**src/rtl/cordic_pkg.sv**
```systemverilog
// Shared constants, octant type and the residual-angle fold helper for the CORDIC front end.
package cordic_pkg;

    localparam int PHASE_W_DEF = 16;
    localparam int WIDTH = 22;
    localparam logic [WIDTH-1:0] K_INIT = WIDTH'(636751);

    // pi/4 in datapath units (z0) and in phase units (fold residual)
    localparam logic [WIDTH-1:0] PI_4 = {3'b001, {(WIDTH-3){1'b0}}};
    localparam logic [PHASE_W_DEF-3:0] PI_4_PHASE = {1'b1, {(PHASE_W_DEF-3){1'b0}}};

    typedef logic [2:0] octant_t;

    // Odd octants run backwards, so mirror the residual about pi/4; lo = 0 yields exactly pi/4.
    function automatic logic [PHASE_W_DEF-3:0] fold_res(
        input logic                   odd,
        input logic [PHASE_W_DEF-4:0] lo
    );
        logic [PHASE_W_DEF-3:0] lo_ext;
        lo_ext = {1'b0, lo};
        return odd ? (PI_4_PHASE - lo_ext) : lo_ext;
    endfunction

endpackage

```
**src/rtl/cordic_delay_line.sv**
```systemverilog
// Generic DEPTH x W shift register, shifts every cycle; latency DEPTH cycles, no backpressure.
module cordic_delay_line #(
    parameter int DEPTH = 17,
    parameter int W     = 4
) (
    input  logic         i_clk,
    input  logic         i_rst,
    input  logic [W-1:0] i_d,
    output logic [W-1:0] o_q
);

    if (DEPTH < 1) begin : g_bad_depth
        $error("cordic_delay_line: DEPTH must be at least 1");
    end

    logic [W-1:0] r_sr [DEPTH];

    always_ff @(posedge i_clk or posedge i_rst) begin
        if (i_rst) begin
            for (int i = 0; i < DEPTH; i++) begin
                r_sr[i] <= '0;
            end
        end else begin
            r_sr[0] <= i_d;
            for (int i = 1; i < DEPTH; i++) begin
                r_sr[i] <= r_sr[i-1];
            end
        end
    end

    assign o_q = r_sr[DEPTH-1];

endmodule

```
**src/rtl/cordic_angle_fold.sv**
```systemverilog
// CORDIC front end: phase -> octant + [0, pi/4] residual; X0/Y0/Z0 after 2 cycles, octant MSB_DLY later; no backpressure.
// Optional CORDIC_NCO_EN replaces phase_in with an internal phase accumulator stepped by freq_word.
module cordic_angle_fold #(
    parameter int                 PHASE_W = cordic_pkg::PHASE_W_DEF,
    parameter int                 WIDTH   = cordic_pkg::WIDTH,
    parameter logic [WIDTH-1:0]   K_INIT  = cordic_pkg::K_INIT,
    parameter int                 MSB_DLY = 17
) (
    input  logic               clk,
    input  logic               rst,
    input  logic               valid_in,
    input  logic [PHASE_W-1:0] phase_in,
    input  logic [PHASE_W-1:0] freq_word,
    output logic               valid_out,
    output logic [WIDTH-1:0]   x0,
    output logic [WIDTH-1:0]   y0,
    output logic [WIDTH-1:0]   z0,
    output logic [2:0]         msb_out,
    output logic               msb_vld
);

    import cordic_pkg::*;

    if (PHASE_W != PHASE_W_DEF) begin : g_bad_phase_w
        $error("cordic_angle_fold: PHASE_W must match cordic_pkg::PHASE_W_DEF");
    end
    if (WIDTH != cordic_pkg::WIDTH) begin : g_bad_width
        $error("cordic_angle_fold: WIDTH must match cordic_pkg::WIDTH");
    end
    if (MSB_DLY < 1) begin : g_bad_dly
        $error("cordic_angle_fold: MSB_DLY must be at least 1");
    end

    logic [PHASE_W-1:0] w_phase;

    logic               r_s1_vld;
    logic [PHASE_W-1:0] r_s1_phase;

    octant_t            w_oct;
    logic [PHASE_W-4:0] w_lo;
    logic [PHASE_W-3:0] w_res;

    logic               r_vld;
    logic [WIDTH-1:0]   r_x0;
    logic [WIDTH-1:0]   r_y0;
    logic [WIDTH-1:0]   r_z0;
    octant_t            r_oct;

    logic [3:0]         w_dly_in;
    logic [3:0]         w_dly_out;

`ifdef CORDIC_NCO_EN
    logic [PHASE_W-1:0] r_acc;
    logic               w_unused_phase;

    // Each accepted sample sees the accumulator before this cycle's increment.
    always_ff @(posedge clk or posedge rst) begin
        if (rst) begin
            r_acc <= '0;
        end else if (valid_in) begin
            r_acc <= r_acc + freq_word;
        end
    end

    assign w_phase        = r_acc;
    assign w_unused_phase = ^phase_in;
`else
    logic               w_unused_freq;

    assign w_phase       = phase_in;
    assign w_unused_freq = ^freq_word;
`endif

    always_ff @(posedge clk or posedge rst) begin
        if (rst) begin
            r_s1_vld   <= 1'b0;
            r_s1_phase <= '0;
        end else begin
            r_s1_vld <= valid_in;
            if (valid_in) begin
                r_s1_phase <= w_phase;
            end
        end
    end

    assign w_oct = r_s1_phase[PHASE_W-1 -: 3];
    assign w_lo  = r_s1_phase[PHASE_W-4:0];
    assign w_res = fold_res(w_oct[0], w_lo);

    // Data registers hold on invalid cycles; only r_vld qualifies them.
    always_ff @(posedge clk or posedge rst) begin
        if (rst) begin
            r_vld <= 1'b0;
            r_x0  <= '0;
            r_y0  <= '0;
            r_z0  <= '0;
            r_oct <= '0;
        end else begin
            r_vld <= r_s1_vld;
            if (r_s1_vld) begin
                r_x0  <= K_INIT;
                r_y0  <= '0;
                r_z0  <= {2'b00, w_res, {(WIDTH-PHASE_W){1'b0}}};
                r_oct <= w_oct;
            end
        end
    end

    always_ff @(posedge clk) begin
        if (!rst) begin
            assert (r_z0 <= PI_4);
        end
    end

    assign w_dly_in = {r_vld, r_oct};

    cordic_delay_line #(
        .DEPTH (MSB_DLY),
        .W     (4)
    ) u_msb_dly (
        .i_clk (clk),
        .i_rst (rst),
        .i_d   (w_dly_in),
        .o_q   (w_dly_out)
    );

    assign valid_out = r_vld;
    assign x0        = r_x0;
    assign y0        = r_y0;
    assign z0        = r_z0;
    assign msb_vld   = w_dly_out[3];
    assign msb_out   = w_dly_out[2:0];

endmodule

```
**config.mk**
```make
export PLATFORM = sky130hd
export DESIGN_NAME = cordic_angle_fold
export DESIGN_NICKNAME = d
export VERILOG_FILES = /design/src/rtl/cordic_pkg.sv /design/src/rtl/cordic_delay_line.sv /design/src/rtl/cordic_angle_fold.sv
export SDC_FILE = /design/constraint.sdc
export NUM_CORES = 1
export LEC_CHECK = 0
export CELL_PAD_IN_SITES_DETAIL_PLACEMENT = 2
export CELL_PAD_IN_SITES_GLOBAL_PLACEMENT = 2
export CORE_MARGIN = 2
export CORE_UTILIZATION = 31
export CTS_BUF_LIST = sky130_fd_sc_hd__clkbuf_8 sky130_fd_sc_hd__clkbuf_16
export DETAILED_ROUTE_END_ITERATION = 10
export PLACE_DENSITY = 0.78
export SYNTH_ARGS = -nofsm -noshare
export SYNTH_HDL_FRONTEND = slang
export SYNTH_SLANG_ARGS = --single-unit
```
**constraint.sdc**
```tcl
create_clock -name clk -period 4.38 [get_ports clk]
set_clock_uncertainty 0.2 [all_clocks]
set_input_delay 1.095 -clock clk [delete_from_list [all_inputs] [get_ports clk]]
set_output_delay 1.095 -clock clk [all_outputs]
set_load 0.02 [all_outputs]
```
==> results <==
- Of the available clock period, the critical path in the final layout requires about two thirds.
- The cell count after synthesis came out at ~280.
- For this configuration, the core starts out at a cell density of between 30% and 40%.
- The synthesized netlist contains 41 unique library cells.
- The boundary pin count is 106.
- Yosys printed 0 warnings.
- The endpoint identified for the worst register-to-register timing path is z0[18]$_DFFE_PP0P_.
- The flow ran to the end, and the final reports show no timing, DRC or antenna violations.
- The total length of routed wires is 7470 microns.
- The worst path required time is 3.08 ns.
- The die is about 120 microns wide.
- A synthesized cell averages 13.5 sq um.
- Along the worst hold path, the cell count comes to 0.
- The total global-route track usage is between 10% and 20%.
- The first global-routing pass estimated approximately 12000 microns of wire.
- The post-detailed-route count of antenna-violating nets is 0.
- The die outline height is 115 microns.
- The type of element capturing the critical path is an output port.
- The maximum buffer depth of the clock tree is 2.
- The max capacitance violation total is 0.
- The number of buffers and inverters on the critical path is 1.
- The smallest clock period supported by the final layout is computed as 2.86 ns.
- Global routing consumed, on the met1 layer, between 10% and 20% of the routing resources.
- Cells fill 37.6% of the core in the end.
- At the pin with the least slew margin, the transition time is 1.05 ns.
- Row generation in the floorplan step produced 40 rows.
- The count of unresolved DRC violations after routing is 0.
- The post-synthesis share of cell area spent on full adders, half adders and majority gates is less than 1%.
- The die covers 13300 sq um.
- In this run, the number of DRC markers left after iteration 0 of detailed routing was 128.
- The family with the most delay on the worst path is buffers and inverters.
- Power spread over the standard cell area amounts to 481 nW/um^2.
- For this run, global-route usage on met2 was measured as between 20% and 30%.
- The worst register-to-register path begins at r_s1_phase[0]$_DFFE_PP0P_.
- In this run, synthesis produced a sequential element count of 104.
- Walking the worst path, the cells encountered are clkdlybuf4s50_1.
- STA classifies the critical path startpoint as a flip-flop.
- The initial antenna violation count is 0.
- Following the worst setup path forward leads to its endpoint at x0[0].
- After synthesis, flip-flops and latches occupy 68.0% of the total area.
- TritonCTS built the clock tree.
- The critical path arrival is between 1.5 and 2 ns.
- The worst pin sits at a relative slew slack of 30.0%.
- The number of antenna diodes in the final layout is 0.
- The growth of design area from synthesis to finish is 18.1%.
- For this run, the post-layout net count is 356.
- The number of global-route vias before repair is 2309.
- The largest individual stage delay along the critical path comes from the cell clkdlybuf4s50_1.
- The number of enable flip-flop cells after synthesis is 0.
- Once the clock tree was built, the setup fixing pass inserted 0 buffers.
- The detail-routed via count per cell is 4.55.
- For this run the aggregate overflow at the end of global routing stands at 0.
- The async set-reset flop share out of synthesis is 100%.
- The hold buffer count at cts is 0.
- Setup violations remaining at the end of the flow were counted as 0.
- The quantity of gates resized following cts is 0.
- Measured against the total synthesized area, the mux share comes to under 10%.
- The hold violation count in the final report is 0.
- The worst setup path is of the flip-flop to output port kind.
- In this run the worst path has a maximum fanout of 14.
- For this run, the detailed router's first-pass iteration total came to 3.
- The cell area after synthesis is 3830 sq um.
- The global routing stage identified its most utilized layer as met2.
- The highest ir drop seen on vdd is 250 uV.
- The sequential cells in the finished layout cover a total of 2600 sq um.
- By area, the combinational part of the netlist is dominated by buffers and inverters.
- The TritonCTS sink count is about 100.
- Dividing the detail-routed wire length by the instance count gives 15.8 microns.
- In this design, the stage delay of the slowest critical-path cell is 0.68 ns.
- The critical path startpoint is x0[0]$_DFFE_PP0P_.
- Detailed routing inserted a total of 2145 vias.
- The worst reg-to-reg path cell count is 5.
- The synthesized netlist devotes 5.52% of its cell area to compound gates.
- The number of port buffers is 50.
- Entering global routing, the biggest net connects 86 pins.
- The clock-pin transition on the worst setup and hold timing paths is 0.06 ns.
- The clock tree root driver cell is clkbuf_16.
- Among all flip-flop cells after synthesis, the most frequent one is dfrtp_1.
- In this run, CTS created clock tree buffers numbering 9.
- The multi-input combinational cells in the finished layout cover a total of 876 sq um.
- Of the total synthesized cell area, the portion taken by XOR and XNOR cells is less than 1%.
- The H-tree was split into 3 levels.
- Setup total negative slack on the finished layout was measured at 0 ns.
- The register-to-register setup slack is 2.01 ns.
- The insertion delay to the later sink of the worst-skew pair is 0.34 ns.
- The peak clock frequency supported by timing is 0.350 GHz.
- The final-report max-slew violation count is 0.
- Summed over all nets, the half-perimeter wirelength after detailed placement is 4870 microns.
- Setup repair after global routing left no endpoint under its margin.
- The global routing met3 resource utilization is 4.80%.
- At the end of routability-driven placement, the weighted congestion stood at 0.736.
- The number of gates on the worst path with buffers counted is 1.
- After Yosys synthesis, and, or, nand and nor cells account for 8.37% of the synthesized area.
- The fraction of final layout cells sized beyond drive strength 1 is 11.7%.
- The static leakage is between 1.5 and 2 nW.
- The path class of the lowest-slack min-delay path is flip-flop to flip-flop.
- In this run the standard cell core region covers 12000 sq um.
- The number of fillers in the final layout is between 1000 and 1500.
-- layout by cell type (no fill, tap or decap), drive strengths merged, types with 2 or more instances in the layout --
| cell type | count |
|---|---|
| dfrtp | 104 |
| clkdlybuf4s50 | 50 |
| conb | 39 |
| mux2 | 14 |
| inv | 12 |
| clkbuf | 10 |
| nand2 | 9 |
| nor2 | 7 |
| nor2b | 7 |
| o21ai | 7 |
| a31oi | 7 |
| nand4 | 5 |
| a21oi | 4 |
| nand3 | 4 |
| nor4 | 4 |
| or3 | 3 |
| nand3b | 3 |
| buf | 3 |
| or4 | 3 |
| or2 | 2 |
| o31ai | 2 |
| o2111ai | 2 |
| nor3 | 2 |
| o221ai | 2 |
| and3b | 2 |
| o211ai | 2 |
| clkinvlp | 2 |
-- cell usage after synthesis, drive strengths merged (3+ instances only) --
library cell  number  share of area, %
inv               10              0.98
a21oi              4              0.52
buf               56                11
nand3              4              0.52
nand3b             3              0.59
clkbuf             9              0.88
or4                3              0.78
mux2              14               4.1
o21ai              7              0.91
nor2b              7               1.1
a31oi              7               1.1
nand4              5              0.82
nor4               4              0.82
nor2               7              0.69
nand2              9              0.88
or3                3              0.49
dfrtp            104                68
-- layer usage --
metal | wire length [microns] | share of wire (%)
met1 | 3080 | 41
met2 | 3840 | 51
met3 | 468 | 6.3
met4 | 76 | 1.0
met5 | 0 | 0
-- area by class of cell --
cell class / instances / area share (%)
Clock buffer: 10 / 5.28
Clock inverter: 5 / 1.27
Inverter: 10 / 0.885
Multi-Input combinational cell: 142 / 19.4
Sequential cell: 104 / 57.6
Tap cell: 147 / 4.07
Timing Repair Buffer: 53 / 11.6
-- per-stage QoR --
| step | power, W | hold WS, ns | setup slack (ns) | instance area, sq um | cells |
|---|---|---|---|---|---|
| CTS | 0.00221 | 0.152 | 1.47 | 4520 | 471 |
| floorplan | 0.00132 | 0.131 | 0.353 | 3970 | 321 |
| finish | 0.00217 | 0.149 | 1.52 | 4520 | 471 |
| global placement | 0.00138 | 0.131 | 1.47 | 4230 | 456 |
| detailed placement | 0.00140 | 0.136 | 1.42 | 4230 | 456 |
| global route | 0.00228 | 0.157 | 1.40 | 4520 | 471 |
-- state kept, by name (all words and copies together), names as in the netlist --
| register | count |
|---|---|
| r_s1_phase | 16 |
| r_s1_vld | 1 |
| u_msb_dly.o_q | 4 |
| u_msb_dly.r_sr | 64 |
| x0 | 1 |
| z0 | 14 |
| r_oct | 3 |
| valid_out | 1 |
-- kinds of logic after synthesis --
kind of cell | after synthesis
flops | 104
buf+inv | 75
simple gates | 54
compound gates | 31
mux | 15
xor+xnor | 2
fa+ha+maj | 1
other cells | 1
-- how the worst min path moves through the flow --
stage,start,endpoint,slack [ns]
floorplan,u_msb_dly.r_sr[4]$_DFF_PP0_,u_msb_dly.o_q[0]$_DFF_PP0_,0.13
finish,u_msb_dly.r_sr[47]$_DFF_PP0_,u_msb_dly.r_sr[43]$_DFF_PP0_,0.15
global route,u_msb_dly.r_sr[60]$_DFF_PP0_,u_msb_dly.r_sr[56]$_DFF_PP0_,0.16
CTS,u_msb_dly.r_sr[47]$_DFF_PP0_,u_msb_dly.r_sr[43]$_DFF_PP0_,0.15
global placement,u_msb_dly.r_sr[67]$_DFF_PP0_,u_msb_dly.r_sr[63]$_DFF_PP0_,0.13
detailed placement,u_msb_dly.r_sr[60]$_DFF_PP0_,u_msb_dly.r_sr[56]$_DFF_PP0_,0.14
-- power breakdown --
| part | internal (W) | switching (W) | total, W |
|---|---|---|---|
| clock | 0.000455 | 0.000339 | 0.000794 |
| sequential | 0.00107 | 0.0000656 | 0.00114 |
| combinational | 0.000102 | 0.000140 | 0.000242 |
(Power assumes the default switching activity.)
